**src/rtl/uart_pkg.sv**
```systemverilog
// Shared definitions for the UART peripheral: register map, STATUS/CTRL bit
// positions, FSM encodings and a constant clog2 helper.
package uart_pkg;

  localparam logic [4:0] ADDR_DATA   = 5'h00;
  localparam logic [4:0] ADDR_STATUS = 5'h04;
  localparam logic [4:0] ADDR_CTRL   = 5'h08;
  localparam logic [4:0] ADDR_BAUD   = 5'h0C;
  localparam logic [4:0] ADDR_LEVEL  = 5'h10;

  localparam int ST_RX_AVAIL  = 0;
  localparam int ST_RX_FULL   = 1;
  localparam int ST_TX_EMPTY  = 2;
  localparam int ST_TX_FULL   = 3;
  localparam int ST_TX_BUSY   = 4;
  localparam int ST_RX_OVF    = 5;
  localparam int ST_FRAME_ERR = 6;
  localparam int ST_TX_OVF    = 7;
  localparam int ST_PAR_ERR   = 8;

  localparam int CT_RX_EN   = 0;
  localparam int CT_TX_EN   = 1;
  localparam int CT_IE_RX   = 2;
  localparam int CT_IE_TX   = 3;
  localparam int CT_IE_ERR  = 4;
  localparam int CT_PAR_ODD = 5;
  localparam int CT_PAR_ON  = 6;
  localparam int CT_LED     = 7;

  typedef enum logic [2:0] {
    TX_IDLE, TX_START, TX_DATA, TX_PARITY, TX_STOP
  } tx_state_t;

  typedef enum logic [2:0] {
    RX_IDLE, RX_START, RX_DATA, RX_PARITY, RX_STOP
  } rx_state_t;

  function automatic int clog2(input int value);
    int r;
    r = 0;
    while ((1 << r) < value) r = r + 1;
    return r;
  endfunction

endpackage

```
**src/rtl/uart_sync_fifo.sv**
```systemverilog
// Synchronous FIFO with AW+1 bit pointers; full/empty come from the MSB
// difference so wrap-around needs no special handling.
module uart_sync_fifo import uart_pkg::*; #(
  parameter int WIDTH = 8,
  parameter int DEPTH = 16,
  localparam int AW = clog2(DEPTH)
) (
  input  logic             i_clk,
  input  logic             i_rst_n,
  input  logic             i_push,
  input  logic             i_pop,
  input  logic [WIDTH-1:0] i_din,
  output logic [WIDTH-1:0] o_dout,
  output logic             o_full,
  output logic             o_empty,
  output logic [AW:0]      o_count
);

  logic [WIDTH-1:0] r_mem [DEPTH];
  logic [AW:0]      r_wptr, r_rptr;
  logic             w_do_push, w_do_pop;

  // A pop frees the slot first, so push into a full FIFO is accepted alongside it.
  assign w_do_pop  = i_pop & ~o_empty;
  assign w_do_push = i_push & (~o_full | w_do_pop);

  always_ff @(posedge i_clk) begin
    if (w_do_push) r_mem[r_wptr[AW-1:0]] <= i_din;
  end

  always_ff @(posedge i_clk or negedge i_rst_n) begin
    if (!i_rst_n) begin
      r_wptr <= '0;
      r_rptr <= '0;
    end else begin
      if (w_do_push) r_wptr <= r_wptr + 1'b1;
      if (w_do_pop)  r_rptr <= r_rptr + 1'b1;
    end
  end

  assign o_empty = (r_wptr == r_rptr);
  assign o_full  = (r_wptr[AW] != r_rptr[AW]) && (r_wptr[AW-1:0] == r_rptr[AW-1:0]);
  assign o_count = r_wptr - r_rptr;
  assign o_dout  = r_mem[r_rptr[AW-1:0]];

endmodule

```
**src/rtl/peripheral_uart_fifo.sv**
```systemverilog
// Memory-mapped UART with TX/RX FIFOs, 16x baud generator, sticky errors and
// level irq. Define UART_PARITY_EN to build the parity states and CTRL[6:5].
module peripheral_uart_fifo import uart_pkg::*; #(
  parameter int clk_freq   = 25000000,
  parameter int baud       = 115200,
  parameter int fifo_depth = 16,
  parameter int data_bits  = 8
) (
  input  logic        clk,
  input  logic        rst,
  input  logic [31:0] d_in,
  input  logic        cs,
  input  logic [4:0]  addr,
  input  logic        rd,
  input  logic        wr,
  output logic [31:0] d_out,
  output logic        uart_tx,
  input  logic        uart_rx,
  output logic        irq,
  output logic        ledout
);

  localparam int          AW       = clog2(fifo_depth);
  localparam int          DB       = data_bits;
  localparam logic [15:0] BAUD_RST = 16'(clk_freq / (16 * baud) - 1);
`ifdef UART_PARITY_EN
  localparam logic        PAR_EN   = 1'b1;
`else
  localparam logic        PAR_EN   = 1'b0;
`endif
  localparam logic [7:0]  CTRL_MASK = PAR_EN ? 8'hFF : 8'h9F;

  logic [7:0]    r_ctrl;
  logic [15:0]   r_baud, r_bcnt;
  logic          r_rx_ovf, r_frame_err, r_tx_ovf, r_par_err;
  logic          r_irq;
  logic [31:0]   r_dout;
  logic [31:0]   w_status, w_rdata;
  logic [4:0]    w_reg;
  logic          w_rd, w_wr, w_wr_data, w_wr_stat, w_wr_ctrl, w_wr_baud;
  logic          w_tick, w_par_on, w_unused;

  logic [DB-1:0] w_tx_dout, w_rx_dout;
  logic          w_tx_full, w_tx_empty, w_rx_full, w_rx_empty;
  logic [AW:0]   w_tx_count, w_rx_count;
  logic          w_tx_push, w_tx_pop, w_rx_push, w_rx_pop, w_set_txovf;

  tx_state_t     r_tx_st;
  logic [3:0]    r_tx_sub;
  logic [2:0]    r_tx_bit;
  logic [DB-1:0] r_tx_sh;
  logic          r_tx_par, r_tx_o;

  rx_state_t     r_rx_st;
  logic [1:0]    r_sync;
  logic          r_rx_prev;
  logic [3:0]    r_rx_sub;
  logic [2:0]    r_rx_bit;
  logic [DB-1:0] r_rx_sh;
  logic          r_rx_parbit;
  logic          w_rx, w_rx_stop, w_par_bad, w_rx_good;
  logic          w_set_rxovf, w_set_ferr, w_set_perr;

  assign w_unused  = ^{d_in[31:16], addr[1:0]};
  assign w_reg     = {addr[4:2], 2'b00};
  assign w_rd      = cs & rd;
  assign w_wr      = cs & wr;
  assign w_wr_data = w_wr && (w_reg == ADDR_DATA);
  assign w_wr_stat = w_wr && (w_reg == ADDR_STATUS);
  assign w_wr_ctrl = w_wr && (w_reg == ADDR_CTRL);
  assign w_wr_baud = w_wr && (w_reg == ADDR_BAUD);
  assign w_par_on  = PAR_EN & r_ctrl[CT_PAR_ON];

  uart_sync_fifo #(.WIDTH(DB), .DEPTH(fifo_depth)) u_tx_fifo (
    .i_clk(clk), .i_rst_n(rst), .i_push(w_tx_push), .i_pop(w_tx_pop),
    .i_din(d_in[DB-1:0]), .o_dout(w_tx_dout), .o_full(w_tx_full),
    .o_empty(w_tx_empty), .o_count(w_tx_count)
  );

  uart_sync_fifo #(.WIDTH(DB), .DEPTH(fifo_depth)) u_rx_fifo (
    .i_clk(clk), .i_rst_n(rst), .i_push(w_rx_push), .i_pop(w_rx_pop),
    .i_din(r_rx_sh), .o_dout(w_rx_dout), .o_full(w_rx_full),
    .o_empty(w_rx_empty), .o_count(w_rx_count)
  );

  assign w_tx_pop    = w_tick && (r_tx_st == TX_IDLE) && r_ctrl[CT_TX_EN] && !w_tx_empty;
  assign w_tx_push   = w_wr_data & (~w_tx_full | w_tx_pop);
  assign w_set_txovf = w_wr_data & w_tx_full & ~w_tx_pop;
  assign w_rx_pop    = w_rd && (w_reg == ADDR_DATA) && !w_rx_empty;

  // Baud generator: tick on zero, reload; a BAUD_DIV write restarts the count.
  assign w_tick = (r_bcnt == 16'd0);
  always_ff @(posedge clk or negedge rst) begin
    if (!rst)           r_bcnt <= BAUD_RST;
    else if (w_wr_baud) r_bcnt <= d_in[15:0];
    else if (w_tick)    r_bcnt <= r_baud;
    else                r_bcnt <= r_bcnt - 16'd1;
  end

  always_ff @(posedge clk or negedge rst) begin
    if (!rst) begin
      r_tx_st  <= TX_IDLE;
      r_tx_sub <= '0;
      r_tx_bit <= '0;
      r_tx_sh  <= '0;
      r_tx_par <= 1'b0;
      r_tx_o   <= 1'b1;
    end else if (w_tick) begin
      if (r_tx_st == TX_IDLE) begin
        if (w_tx_pop) begin
          r_tx_st  <= TX_START;
          r_tx_sub <= '0;
          r_tx_sh  <= w_tx_dout;
          r_tx_par <= (^w_tx_dout) ^ r_ctrl[CT_PAR_ODD];
          r_tx_o   <= 1'b0;
        end
      end else begin
        r_tx_sub <= r_tx_sub + 4'd1;
        if (r_tx_sub == 4'd15) begin
          case (r_tx_st)
            TX_START: begin
              r_tx_st  <= TX_DATA;
              r_tx_bit <= '0;
              r_tx_o   <= r_tx_sh[0];
              r_tx_sh  <= r_tx_sh >> 1;
            end
            TX_DATA: begin
              if (r_tx_bit == 3'(DB - 1)) begin
                r_tx_st <= w_par_on ? TX_PARITY : TX_STOP;
                r_tx_o  <= w_par_on ? r_tx_par : 1'b1;
              end else begin
                r_tx_bit <= r_tx_bit + 3'd1;
                r_tx_o   <= r_tx_sh[0];
                r_tx_sh  <= r_tx_sh >> 1;
              end
            end
            TX_PARITY: begin
              r_tx_st <= TX_STOP;
              r_tx_o  <= 1'b1;
            end
            default: r_tx_st <= TX_IDLE;
          endcase
        end
      end
    end
  end

  // Byte verdict is taken at the mid-stop sample.
  assign w_rx        = r_sync[1];
  assign w_rx_stop   = w_tick && (r_rx_st == RX_STOP) && (r_rx_sub == 4'd15);
  assign w_par_bad   = w_par_on & (r_rx_parbit != ((^r_rx_sh) ^ r_ctrl[CT_PAR_ODD]));
  assign w_rx_good   = w_rx_stop & w_rx & ~w_par_bad;
  assign w_rx_push   = w_rx_good & ~w_rx_full;
  assign w_set_rxovf = w_rx_good & w_rx_full;
  assign w_set_ferr  = w_rx_stop & ~w_rx;
  assign w_set_perr  = w_rx_stop & w_rx & w_par_bad;

  always_ff @(posedge clk or negedge rst) begin
    if (!rst) begin
      r_sync      <= 2'b11;
      r_rx_prev   <= 1'b1;
      r_rx_st     <= RX_IDLE;
      r_rx_sub    <= '0;
      r_rx_bit    <= '0;
      r_rx_sh     <= '0;
      r_rx_parbit <= 1'b0;
    end else begin
      r_sync <= {r_sync[0], uart_rx};
      if (w_tick) begin
        r_rx_prev <= w_rx;
        case (r_rx_st)
          RX_IDLE: if (r_ctrl[CT_RX_EN] && r_rx_prev && !w_rx) begin
            r_rx_st  <= RX_START;
            r_rx_sub <= '0;
          end
          RX_START: begin
            if (r_rx_sub == 4'd7) begin
              r_rx_st  <= w_rx ? RX_IDLE : RX_DATA;
              r_rx_sub <= '0;
              r_rx_bit <= '0;
            end else r_rx_sub <= r_rx_sub + 4'd1;
          end
          RX_DATA: begin
            r_rx_sub <= r_rx_sub + 4'd1;
            if (r_rx_sub == 4'd15) begin
              r_rx_sh  <= {w_rx, r_rx_sh[DB-1:1]};
              r_rx_bit <= r_rx_bit + 3'd1;
              if (r_rx_bit == 3'(DB - 1)) r_rx_st <= w_par_on ? RX_PARITY : RX_STOP;
            end
          end
          RX_PARITY: begin
            r_rx_sub <= r_rx_sub + 4'd1;
            if (r_rx_sub == 4'd15) begin
              r_rx_parbit <= w_rx;
              r_rx_st     <= RX_STOP;
            end
          end
          default: begin
            r_rx_sub <= r_rx_sub + 4'd1;
            if (r_rx_sub == 4'd15) r_rx_st <= RX_IDLE;
          end
        endcase
      end
    end
  end

  always_comb begin
    w_status               = '0;
    w_status[ST_RX_AVAIL]  = ~w_rx_empty;
    w_status[ST_RX_FULL]   = w_rx_full;
    w_status[ST_TX_EMPTY]  = w_tx_empty;
    w_status[ST_TX_FULL]   = w_tx_full;
    w_status[ST_TX_BUSY]   = (r_tx_st != TX_IDLE);
    w_status[ST_RX_OVF]    = r_rx_ovf;
    w_status[ST_FRAME_ERR] = r_frame_err;
    w_status[ST_TX_OVF]    = r_tx_ovf;
    w_status[ST_PAR_ERR]   = r_par_err;
  end

  always_comb begin
    w_rdata = '0;
    case (w_reg)
      ADDR_DATA:   if (!w_rx_empty) w_rdata[DB-1:0] = w_rx_dout;
      ADDR_STATUS: w_rdata = w_status;
      ADDR_CTRL:   w_rdata[7:0] = r_ctrl;
      ADDR_BAUD:   w_rdata[15:0] = r_baud;
      ADDR_LEVEL: begin
        w_rdata[8:0]   = 9'(w_rx_count);
        w_rdata[24:16] = 9'(w_tx_count);
      end
      default: ;
    endcase
  end

  // Sticky flags: a set event in the same cycle as a W1C wins.
  always_ff @(posedge clk or negedge rst) begin
    if (!rst) begin
      r_ctrl      <= '0;
      r_baud      <= BAUD_RST;
      r_rx_ovf    <= 1'b0;
      r_frame_err <= 1'b0;
      r_tx_ovf    <= 1'b0;
      r_par_err   <= 1'b0;
      r_irq       <= 1'b0;
      r_dout      <= '0;
    end else begin
      if (w_wr_ctrl) r_ctrl <= d_in[7:0] & CTRL_MASK;
      if (w_wr_baud) r_baud <= d_in[15:0];
      r_rx_ovf    <= w_set_rxovf | (r_rx_ovf    & ~(w_wr_stat & d_in[ST_RX_OVF]));
      r_frame_err <= w_set_ferr  | (r_frame_err & ~(w_wr_stat & d_in[ST_FRAME_ERR]));
      r_tx_ovf    <= w_set_txovf | (r_tx_ovf    & ~(w_wr_stat & d_in[ST_TX_OVF]));
      r_par_err   <= w_set_perr  | (r_par_err   & ~(w_wr_stat & d_in[ST_PAR_ERR]));
      r_irq       <= (r_ctrl[CT_IE_RX]  & ~w_rx_empty) |
                     (r_ctrl[CT_IE_TX]  & w_tx_empty) |
                     (r_ctrl[CT_IE_ERR] & (|w_status[8:5]));
      r_dout      <= w_rd ? w_rdata : '0;
    end
  end

  assign d_out   = r_dout;
  assign uart_tx = r_tx_o;
  assign irq     = r_irq;
  assign ledout  = r_ctrl[CT_LED];

endmodule

```
**config.mk**
```make
export PLATFORM = sky130hd
export DESIGN_NAME = peripheral_uart_fifo
export DESIGN_NICKNAME = d
export VERILOG_FILES = /design/src/rtl/uart_pkg.sv /design/src/rtl/uart_sync_fifo.sv /design/src/rtl/peripheral_uart_fifo.sv
export SDC_FILE = /design/constraint.sdc
export NUM_CORES = 1
export LEC_CHECK = 0
export CORE_MARGIN = 8
export CORE_UTILIZATION = 34
export CTS_CLUSTER_SIZE = 8
export DETAILED_ROUTE_END_ITERATION = 8
export SLEW_MARGIN = 20
export SYNTH_ARGS = -nofsm -noshare
export SYNTH_HDL_FRONTEND = slang
export SYNTH_SLANG_ARGS = --single-unit
export TNS_END_PERCENT = 10
```
**constraint.sdc**
```tcl
create_clock -name clk -period 3.3 [get_ports clk]
set_input_delay 0.825 -clock clk [delete_from_list [all_inputs] [get_ports clk]]
set_output_delay 0.825 -clock clk [all_outputs]
set_load 0.02 [all_outputs]
```
Yosys cells after proc, flatten, opt, wreduce, memory -nomap -nowiden
Memory sizes are Yosys's and may differ from the RTL's.
Cells that the tools add are included.

operators by class
  add/sub/neg operators = 11
  equality and inequality tests = 31
  muxes and demuxes = 45
  bitwise logic cells = 43
  reduce and logical (&&, ||, !) cells = 39

operators by type and width
  cell                   count
  $mux 8                 5
  $pmux 8 s5             1
  $mux 3                 13
  $mux 16                2
  $and 1x1->1            24
  $mux 21                1
  $add 5x1->5 const B    4
  $eq 3x2->1 const B     6
  $logic_not 16->1       1
  $mux 4                 4
  $pmux 8 s2             1
  $sub 16x1->16 const B  1
  $logic_and 1x1->1      15
  $eq 3x3->1 const B     4
  $ne 2x2->1 const B     6
  $pmux 3 s2             2
  $pmux 3 s4             1
  $reduce_and 4->1       3
  $not 1->1              11
  $eq 5x5->1             2
  $reduce_and 5->1       2
  $sub 5x5->5            2
  $eq 3x1->1 const B     3
  $pmux 3 s3             1
  26 further kinds       54

storage, ports and cells
  flip-flop bits (word level) = 124
  RAM bits = 256
  bits of input ports = 43
  memories = 2

memories
  memory           words  bits a word  read ports  clocked after memory_dff  wr ports  RTL line              text
  u_rx_fifo.r_mem  16     8            1           0                         1         uart_sync_fifo.sv:19  logic [WIDTH-1:0] r_mem [DEPTH];
  u_tx_fifo.r_mem  16     8            1           0                         1         uart_sync_fifo.sv:19

Depth between registers and ports, before layout
Gate-level depths: netlist (run 1).

  depth after elaboration = 9
  mapped depth = 10
  depth with buffers taken out = 9

Modules after synthesis
A second synthesis (run 1) with hierarchy kept.

second synthesis, totals
  cells, all modules = 1120
  area, all modules = 16573.4 sq um

by module, submodules not included
  module                times used  cells each  area an instance (sq um)
  uart_sync_fifo        2           298         5667.9
  peripheral_uart_fifo  1           524         5237.5

Worst setup path before layout (run 1)
Ideal clock, no wire load.

  kind = reg2reg
  start = reg u_rx_fifo.r_rptr[1]
  end = mem u_rx_fifo.r_mem[3][0], enable pin
  library setup time = 0.383 ns
  data arrival time = 2.833 ns
  data required time = 2.917 ns
  slack = 0.084 ns
  stages on the path, launching flop included = 11
  clock period less this slack = 3.216 ns
  path through = dfrtp_1 > clkbuf_1 > clkbuf_1 > inv_1 > ha_1 > and4_1 > nor2b_1 > and4b_1 > clkbuf_1 > nand2_1 > nor3_1

between the ends
  cells in the longest elaborated chain, start to end = 8

RTL lines
  what                              RTL line                    text
  start, declared                   uart_sync_fifo.sv:20        logic [AW:0] r_wptr, r_rptr;
  start signal, assigned            uart_sync_fifo.sv:37        if (w_do_pop) r_rptr <= r_rptr + 1'b1;
  $eq 5x5->1                        uart_sync_fifo.sv:41        assign o_empty = (r_wptr == r_rptr);
  $logic_not 1->1                   n/a
  $logic_and 1x1->1                 peripheral_uart_fifo.sv:89  assign w_rx_pop = w_rd && (w_reg == ADDR_DATA) && !w_rx_empty;
  $and 1x1->1                       uart_sync_fifo.sv:24        assign w_do_pop = i_pop & ~o_empty;
  $or 1x1->1                        uart_sync_fifo.sv:25        assign w_do_push = i_push & (~o_full | w_do_pop);
  $and 1x1->1 (*)                   uart_sync_fifo.sv:25
  $mux 1 (*)                        uart_sync_fifo.sv:28        if (w_do_push) r_mem[r_wptr[AW-1:0]] <= i_din;
  $mux 1 (implied by the code) (*)  uart_sync_fifo.sv:28
  end, declared                     uart_sync_fifo.sv:19

Mark *: on every way between the ends. The rest lies on a longest branch, timed or not.

Worst setup path after layout (run 1)
  start = reg u_tx_fifo.r_rptr[2]
  end = mem u_tx_fifo.r_mem[3][6], enable pin

between the ends
  cells in the longest elaborated chain, start to end = 8

RTL lines
  what                                                  RTL line
  start, declared                                       uart_sync_fifo.sv:20
  start signal, assigned                                uart_sync_fifo.sv:37
  $eq 5x5->1 or $eq 4x4->1 (tied branches)              uart_sync_fifo.sv:41, uart_sync_fifo.sv:42
  $logic_not 1->1 or $logic_and 1x1->1 (tied branches)  peripheral_uart_fifo.sv:86, uart_sync_fifo.sv:42
  $logic_and 1x1->1 or $not 1->1 (tied branches)        peripheral_uart_fifo.sv:86, uart_sync_fifo.sv:25, peripheral_uart_fifo.sv:87
  $or 1x1->1 or $and 1x1->1 (tied branches)             peripheral_uart_fifo.sv:87, uart_sync_fifo.sv:24
  $and 1x1->1 or $or 1x1->1 (tied branches)             peripheral_uart_fifo.sv:87, uart_sync_fifo.sv:25
  $and 1x1->1 (*)                                       uart_sync_fifo.sv:25
  $mux 1 (*)                                            uart_sync_fifo.sv:28
  $mux 1 (implied by the code) (*)                      uart_sync_fifo.sv:28
  end, declared                                         uart_sync_fifo.sv:19

Marked as above.

==> results of run 1 <==
-- metal layers --
| layer | vias up | wire length, µm | GRT usage [%] |
|---|---|---|---|
| met5 | - | 13 | 0 |
| met4 | 2 | 698 | 3.62 |
| met3 | 52 | 1920 | 2.99 |
| met2 | 199 | 17000 | 21.2 |
| met1 | 4675 | 16800 | 18.4 |
| li1 | 4262 | - | - |
-- area by class of cell --
class	instances	area (µm²)
diodes	3	7.51
well taps	615	769
inverters	20	75.1
fillers	4318	28200
repair buffers	87	787
multi-input cells	629	5000
clock buffers	99	1560
clock inverters	1	8.76
flip-flops and latches	380	10800
-- layout by cell type, fill, tap and decap left out, drive strengths merged, types with 3 or more instances in the layout --
master         count
o211ai             4
buf               40
clkbuf            99
diode              3
nand4             10
dfrtp            116
nor4               6
nand3             18
o31ai              7
or3                5
o22ai             10
a21o               6
a211oi             7
a21oi             19
and3              21
or4                6
nand2b             8
xor2              10
clkdlybuf4s50     47
mux4              57
nand2            111
and2              12
edfxtp           256
dfstp              8
nor2              64
inv               21
mux2              32
a22oi             28
ha                25
xnor2             26
o22a               3
conb              11
nor2b             10
mux2i             26
o21ai             42
and4               3
nor3              19
-- metrics by stage --
| step | total power (µW) | cell area (µm²) | hold slack (ns) |
|---|---|---|---|
| floorplan | 6640 | 16200 | 0.345 |
| global placement | 7120 | 17400 | 0.345 |
| detailed placement | 7150 | 17400 | 0.347 |
| CTS | 12300 | 19000 | 0.219 |
| global route | 12600 | 19000 | 0.234 |
| finish | 12100 | 19000 | 0.226 |
-- logic make-up after synthesis --
group                    count (synthesis)  share of synthesized area [%]
multiplexers                           115                           12.0
adder cells (fa/ha/maj)                 27                           2.19
flip-flops                             380                           67.0
AND/OR/NAND/NOR                        302                           9.15
other                                    1                         0.0232
buffers and inverters                   83                           2.28
XOR/XNOR                                36                           1.95
AO/OA/AOI/OAI                          138                           5.48
-- sequential cells by signal, indices dropped and copies added, names as in the netlist, 6 cells and up --
name and cells:
d_out 21, r_baud 16, r_tx_sh 8, u_rx_fifo.r_mem 128, r_ctrl 6, u_tx_fifo.r_mem 128, r_rx_sh 8, r_bcnt 16
-- where the power goes --
group | internal, µW | switching (µW)
registers | 5310 | 235
logic | 643 | 863
clock network | 3140 | 1920
-- final timing paths --
path	startpoint	to	slack [ns]
worst max-delay path	u_tx_fifo.r_rptr[2]$_DFFE_PN0P_	u_tx_fifo.r_mem[3][6]$_DFFE_PP_	0.25
worst min-delay path	rst	d_out[20]$_DFF_PN0_	0.23
worst max register to register	u_tx_fifo.r_rptr[2]$_DFFE_PN0P_	u_tx_fifo.r_mem[3][6]$_DFFE_PP_	0.25
worst min register to register	r_sync[0]$_DFF_PN1_	r_sync[1]$_DFF_PN1_	0.35
max in group asynchronous	rst	uart_tx$_DFFE_PN1P_	2.24
min in group clk	r_sync[0]$_DFF_PN1_	r_sync[1]$_DFF_PN1_	0.35
==> metrics.txt, run 1 <==
WP depth=8; Slew @ Worst Pin=just over 0.9 ns; Final period util=between 90 and 100%; CP Buf/Inv Count=2; PwrDens=roughly 640 nW/µm²; unrepaired setup endpoints after global routing=no; worst min path class=input pin to async pin; nets=between 1,000 and 1,500; total track usage=a little over an eighth; worst setup margin=between 0.2 and 0.3 ns; top post-synthesis cells by area=edfxtp_1, dfrtp_1, mux4_2, nand2_1, ha_1; CP max-delay cell=o21ai_1; Layout area overhead=17.9%; fin crit period=3.05 ns; Synth async-reset ratio=32.6%; Routed Antenna Nets=0; WL final=36,400 µm; crit-path leading delay family=simple AND/OR/NAND/NOR gates; Rows=80; type of origin of the critical path=flop; Peak Freq=around 330 MHz; peak supply drop=0.365 mV; die area=about 55,000 µm²; dpl ws=between 0.2 and 0.3 ns; CTS sink count=380; Die Y-Extent=around 230 µm; Final setup viols=0; Max Cap Viol=0; largest net degree at the start of global routing=approximately 50; Yosys Warn Count=0; number of global-route vias before repair=between 9,000 and 10,000; die width=about 230 µm; Synth cell types=62; cts bufs inserted=53; CP Class=flop to flop; CTS tree=done; worst skew pair latency=approximately 0.56 ns; Starting Density=approximately 34%; first drt pass iteration count=5; Top FF cell, synth=edfxtp_1; Final Hold Fails=0; crit-path max cell delay=0.56 ns; Core Region=~47,000 µm²; routed length per placed instance=between 15 and 20 µm; Worst Path Max Fanout=8; H-tree levels=2; Synth top area share=between 40% and 50%; Final Skew=0.0203 ns; sequential area share after synthesis=between 60% and 70%; top post-synthesis cells by count=edfxtp_1, dfrtp_1, nand2_1; count leader, synth=edfxtp_1; status=completed; Register-to-Register Path Depth=8; vias per inst=5.01; Total Neg Setup Slack=0 ns; Post CTS Setup Buffer Count=0; first-pass GRT wire length=56,000 µm; share of cells above drive strength 1=roughly 16%; EDFF count, synth=roughly 260; DR iter-0 viols=between 700 and 800; WP data arrival=around 3.3 ns; Required @ worst endpoint=3.56 ns; final design utilization=between 40% and 50%; hold_buf cts=0; worst path cell trace=inv_1, ha_1, nand4_1, o211ai_1, o21ai_1, nand3_1, nor3_1, buf_4; Max clock buf depth=3; flops & latches, synth=380; GP Congestion=between 0.8 and 0.9; IO Port Bufs=between 40 and 50; Root Driver=clkbuf_16; number of remaining DRC errors=0; post-DP HPWL=23,600 µm; I/O pins=78; Synth Instances=roughly 1,100; Reg clk slew, reported paths=roughly 0.050 ns; placed insts=around 1,700; critical path capture point type=flop; area leader, netlist=edfxtp_1; Rel. slew slack=39.3%; synthesized area=between 15,000 and 20,000 µm²; Non-Filler Instances=1,834; Slew Viols, Final=0; initial antenna violation count=4; Leak=around 0.0067 µW; post-CTS sizing=0; mean post-synth cell area=between 10 and 15 µm²; Vias=9,190; grt total ovfl=0
No activity file was read; power rests on OpenSTA's default activity.
==> inputs of run 2 (changes only) <==
--- a/config.mk
+++ b/config.mk
@@ -5,6 +5,7 @@
 export SDC_FILE = /design/constraint.sdc
 export NUM_CORES = 1
 export LEC_CHECK = 0
+export ABC_AREA = 1
 export CORE_MARGIN = 8
 export CORE_UTILIZATION = 34
 export CTS_CLUSTER_SIZE = 8
==> run 2 against run 1 <==
Effect of this change:
- clock skew decreased by 0.0060 ns
- combinational power increased by 60%
- synthesized cell count increased by 63%
- sequential cell count unchanged
- design area increased by 6.4%
- non-clock buffer count increased by 5
- clock-buffer cell count decreased by 3
- clock power decreased by 1%
- maximum frequency increased by 4.3%
- global-route usage increased by 0.74 points
- sequential power about the same
- critical path depth increased by 2
==> metrics.txt, run 2 <==
mux share of post-synthesis cell area=0.246% (-12 points); initial antenna violation count=1 (-3); cell area after layout=20,200 µm² (+6.4%); Core Region=50,300 µm² (+6.4%); Slew Viols, Final=0 (unchanged); status=completed; DR iter-0 viols=983 (+32%); most common library cell in the layout ignoring fill and taps=nand2_1; reg2reg start=u_tx_fifo.r_rptr[2]$_DFFE_PN0P_; largest net degree at the start of global routing=67 (+31%); Synth Area in Compound Gates=4.97% (-0.51 points); Synth async-reset ratio=32.6% (unchanged); H-tree levels=2 (unchanged); number of remaining DRC errors=0 (unchanged); Die Y-Extent=242 µm (+3.4%); number of global-route vias before repair=11,900 (+25%); grt total ovfl=0 (unchanged); mean post-synth cell area=9.81 µm² (-34%); IO Port Bufs=48 (unchanged); flops & latches, synth=380 (unchanged); sequential area share after synthesis=62.3% (-4.6 points); count leader, synth=nand2_1; Post-Synth Adder-Cell Area=2.04% (-0.15 points); most used cell along the critical path=nand2_4; nets=1,919 (+55%); crit-path leading delay family=simple AND/OR/NAND/NOR gates; cts bufs inserted=53 (unchanged); CTS tree=done; Final period util=88.5% (-3.8 points); Max Used Layer=met4; Worst Path Max Fanout=17 (+9); Yosys Warn Count=0 (unchanged); Synth Area in XOR/XNOR=1.57% (-0.39 points); top post-synthesis cells by count=nand2_1, edfxtp_1, nand3_1; Peak Freq=342 MHz (+4.3%); unrepaired setup endpoints after global routing=no; peak supply drop=0.437 mV (+20%); total track usage=14.1% (+0.74 points); EDFF count, synth=256 (unchanged); vias per inst=4.74 (-5.4%); WP data arrival=3.18 ns (-0.12 ns); Synth top area share=44.4% (-3.3 points); FF-to-FF End=u_tx_fifo.r_mem[13][1]$_DFFE_PP_; Rows=82 (+2.5%); Register-to-Register Path Depth=10 (+2); Routed Antenna Nets=0 (unchanged); largest family of logic cells by synthesized area=simple AND/OR/NAND/NOR gates; CP Class=flop to flop; R2R setup slack=0.38 ns (+0.12 ns); CP Buf/Inv Count=2 (unchanged); first drt pass iteration count=6 (+1); Post-Synth Simple-Gate Area=22.5% (+13 points); Final Hold Fails=0 (unchanged); I/O pins=78 (unchanged); Rel. slew slack=40.8% (+1.6 points); Fill cells=4,937 (+14%); Synth cell types=49 (-21%); Top FF cell, synth=edfxtp_1; WL met2=20,000 µm (+17%); Final setup viols=0 (unchanged); Slew @ Worst Pin=0.885 ns (-0.0235 ns); worst hold slack=0.222 ns (-0.00422 ns); Starting Density=34.5% (+0.32 points); most frequent cells in the layout=nand2_1, edfxtp_1, nand3_1, inv_1, nor2_1; top post-synthesis cells by area=edfxtp_1, dfrtp_1, nand2_1, nand3_1, inv_1; type of origin of the critical path=flop; Layout area overhead=16.8%; Area after DPL=18,700 µm² (+7.2%); GP Congestion=0.861 (+5.8%); Max clock buf depth=3 (unchanged); area leader, netlist=edfxtp_1; CP max-delay cell=dfrtp_1; post-DP HPWL=28,100 µm (+19%); die area=58,400 µm² (+6.9%); share of cells above drive strength 1=9.46% (-7.0 points); Total Neg Setup Slack=0 ns (unchanged); Max Cap Viol=0 (unchanged); Final Skew=0.0142 ns (-0.00604 ns); Leak=0.00861 µW (+28%); WP depth=10 (+2); die width=242 µm (+3.4%); worst path cell trace=inv_1, ha_1, nand2_1, nor2_2, a21oi_4, nand3_4, nand2_4, nand2_4, nor3_1, buf_4; worst skew pair latency=0.56 ns (about the same); met3 wire len=2270 µm (+18%); met1 WL=18,900 µm (+13%); routed length per placed instance=16.4 µm (-18%); Synth Instances=1,766 (+63%); WL final=42,000 µm (+15%); Root Driver=clkbuf_16; crit-path max cell delay=0.58 ns (+0.02 ns); PwrDens=639 nW/µm² (+0.40%); Required @ worst endpoint=3.56 ns (about the same); hold_buf cts=0 (unchanged); post-CTS sizing=0 (unchanged); first-pass GRT wire length=66,500 µm (+19%); synthesized area=17,300 µm² (+7.4%); worst min path class=input pin to async pin; Reg clk slew, reported paths=0.06 ns (about the same); fin crit period=2.92 ns (-0.124 ns); final design utilization=40.2% (about the same); Vias=12,200 (+32%); critical path capture point type=flop; CTS sink count=380 (unchanged); Post CTS Setup Buffer Count=0 (unchanged)
## run 2: cell type report
| type | count | area (µm²) | share of cell area (%) |
|---|---|---|---|
| Sequential cell | 380 | 10800 | 53.4 |
| Multi-Input combinational cell | 1123 | 5470 | 27.0 |
| Clock buffer | 96 | 1510 | 7.46 |
| Tap cell | 672 | 841 | 4.16 |
| Timing Repair Buffer | 92 | 837 | 4.14 |
| Inverter | 199 | 748 | 3.70 |
| Clock inverter | 2 | 21.3 | 0.105 |
| Antenna cell | 1 | 2.50 | 0.0124 |
## run 2: how the worst max path moves through the flow
stage                                                from                                to  slack [ns]
after floorplan           u_tx_fifo.r_rptr[2]$_DFFE_PN0P_  u_tx_fifo.r_mem[10][0]$_DFFE_PP_        0.26
final                     u_tx_fifo.r_rptr[2]$_DFFE_PN0P_  u_tx_fifo.r_mem[13][1]$_DFFE_PP_        0.38
after detailed placement  u_tx_fifo.r_rptr[2]$_DFFE_PN0P_  u_tx_fifo.r_mem[13][0]$_DFFE_PP_        0.41
after global placement    u_tx_fifo.r_rptr[2]$_DFFE_PN0P_  u_tx_fifo.r_mem[13][2]$_DFFE_PP_        0.45
after global routing      u_tx_fifo.r_rptr[2]$_DFFE_PN0P_  u_tx_fifo.r_mem[12][2]$_DFFE_PP_        0.18
after CTS                 u_tx_fifo.r_rptr[2]$_DFFE_PN0P_  u_tx_fifo.r_mem[13][1]$_DFFE_PP_        0.39
## run 2: per-stage QoR
step / worst slack, ns / instances / power, µW
finish: 0.379 / 2565 / 12900
global route: 0.181 / 2564 / 13600
CTS: 0.393 / 2564 / 13100
detailed placement: 0.411 / 2466 / 8020
global placement: 0.450 / 2466 / 8000
floorplan: 0.257 / 1776 / 7250
## run 2: power by group
group / switching, µW / leakage (µW) / internal (µW)
sequential: 200 / 0.00364 / 5320
combinational: 1620 / 0.00424 / 805
clock: 1950 / 0.000726 / 3040
## run 2: logic make-up after synthesis
| logic type | Yosys count |
|---|---|
| compound gates | 161 |
| xor+xnor | 31 |
| fa+ha+maj | 27 |
| buf+inv | 273 |
| flops | 380 |
| mux | 4 |
| other cells | 1 |
| simple gates | 889 |
## run 2: per-layer routing
layer | GRT usage, % | vias to the layer above
met5 | 0 | -
met4 | 3.55 | 0
met3 | 2.60 | 62
met2 | 23.3 | 267
met1 | 19.0 | 5856
li1 | - | 5980
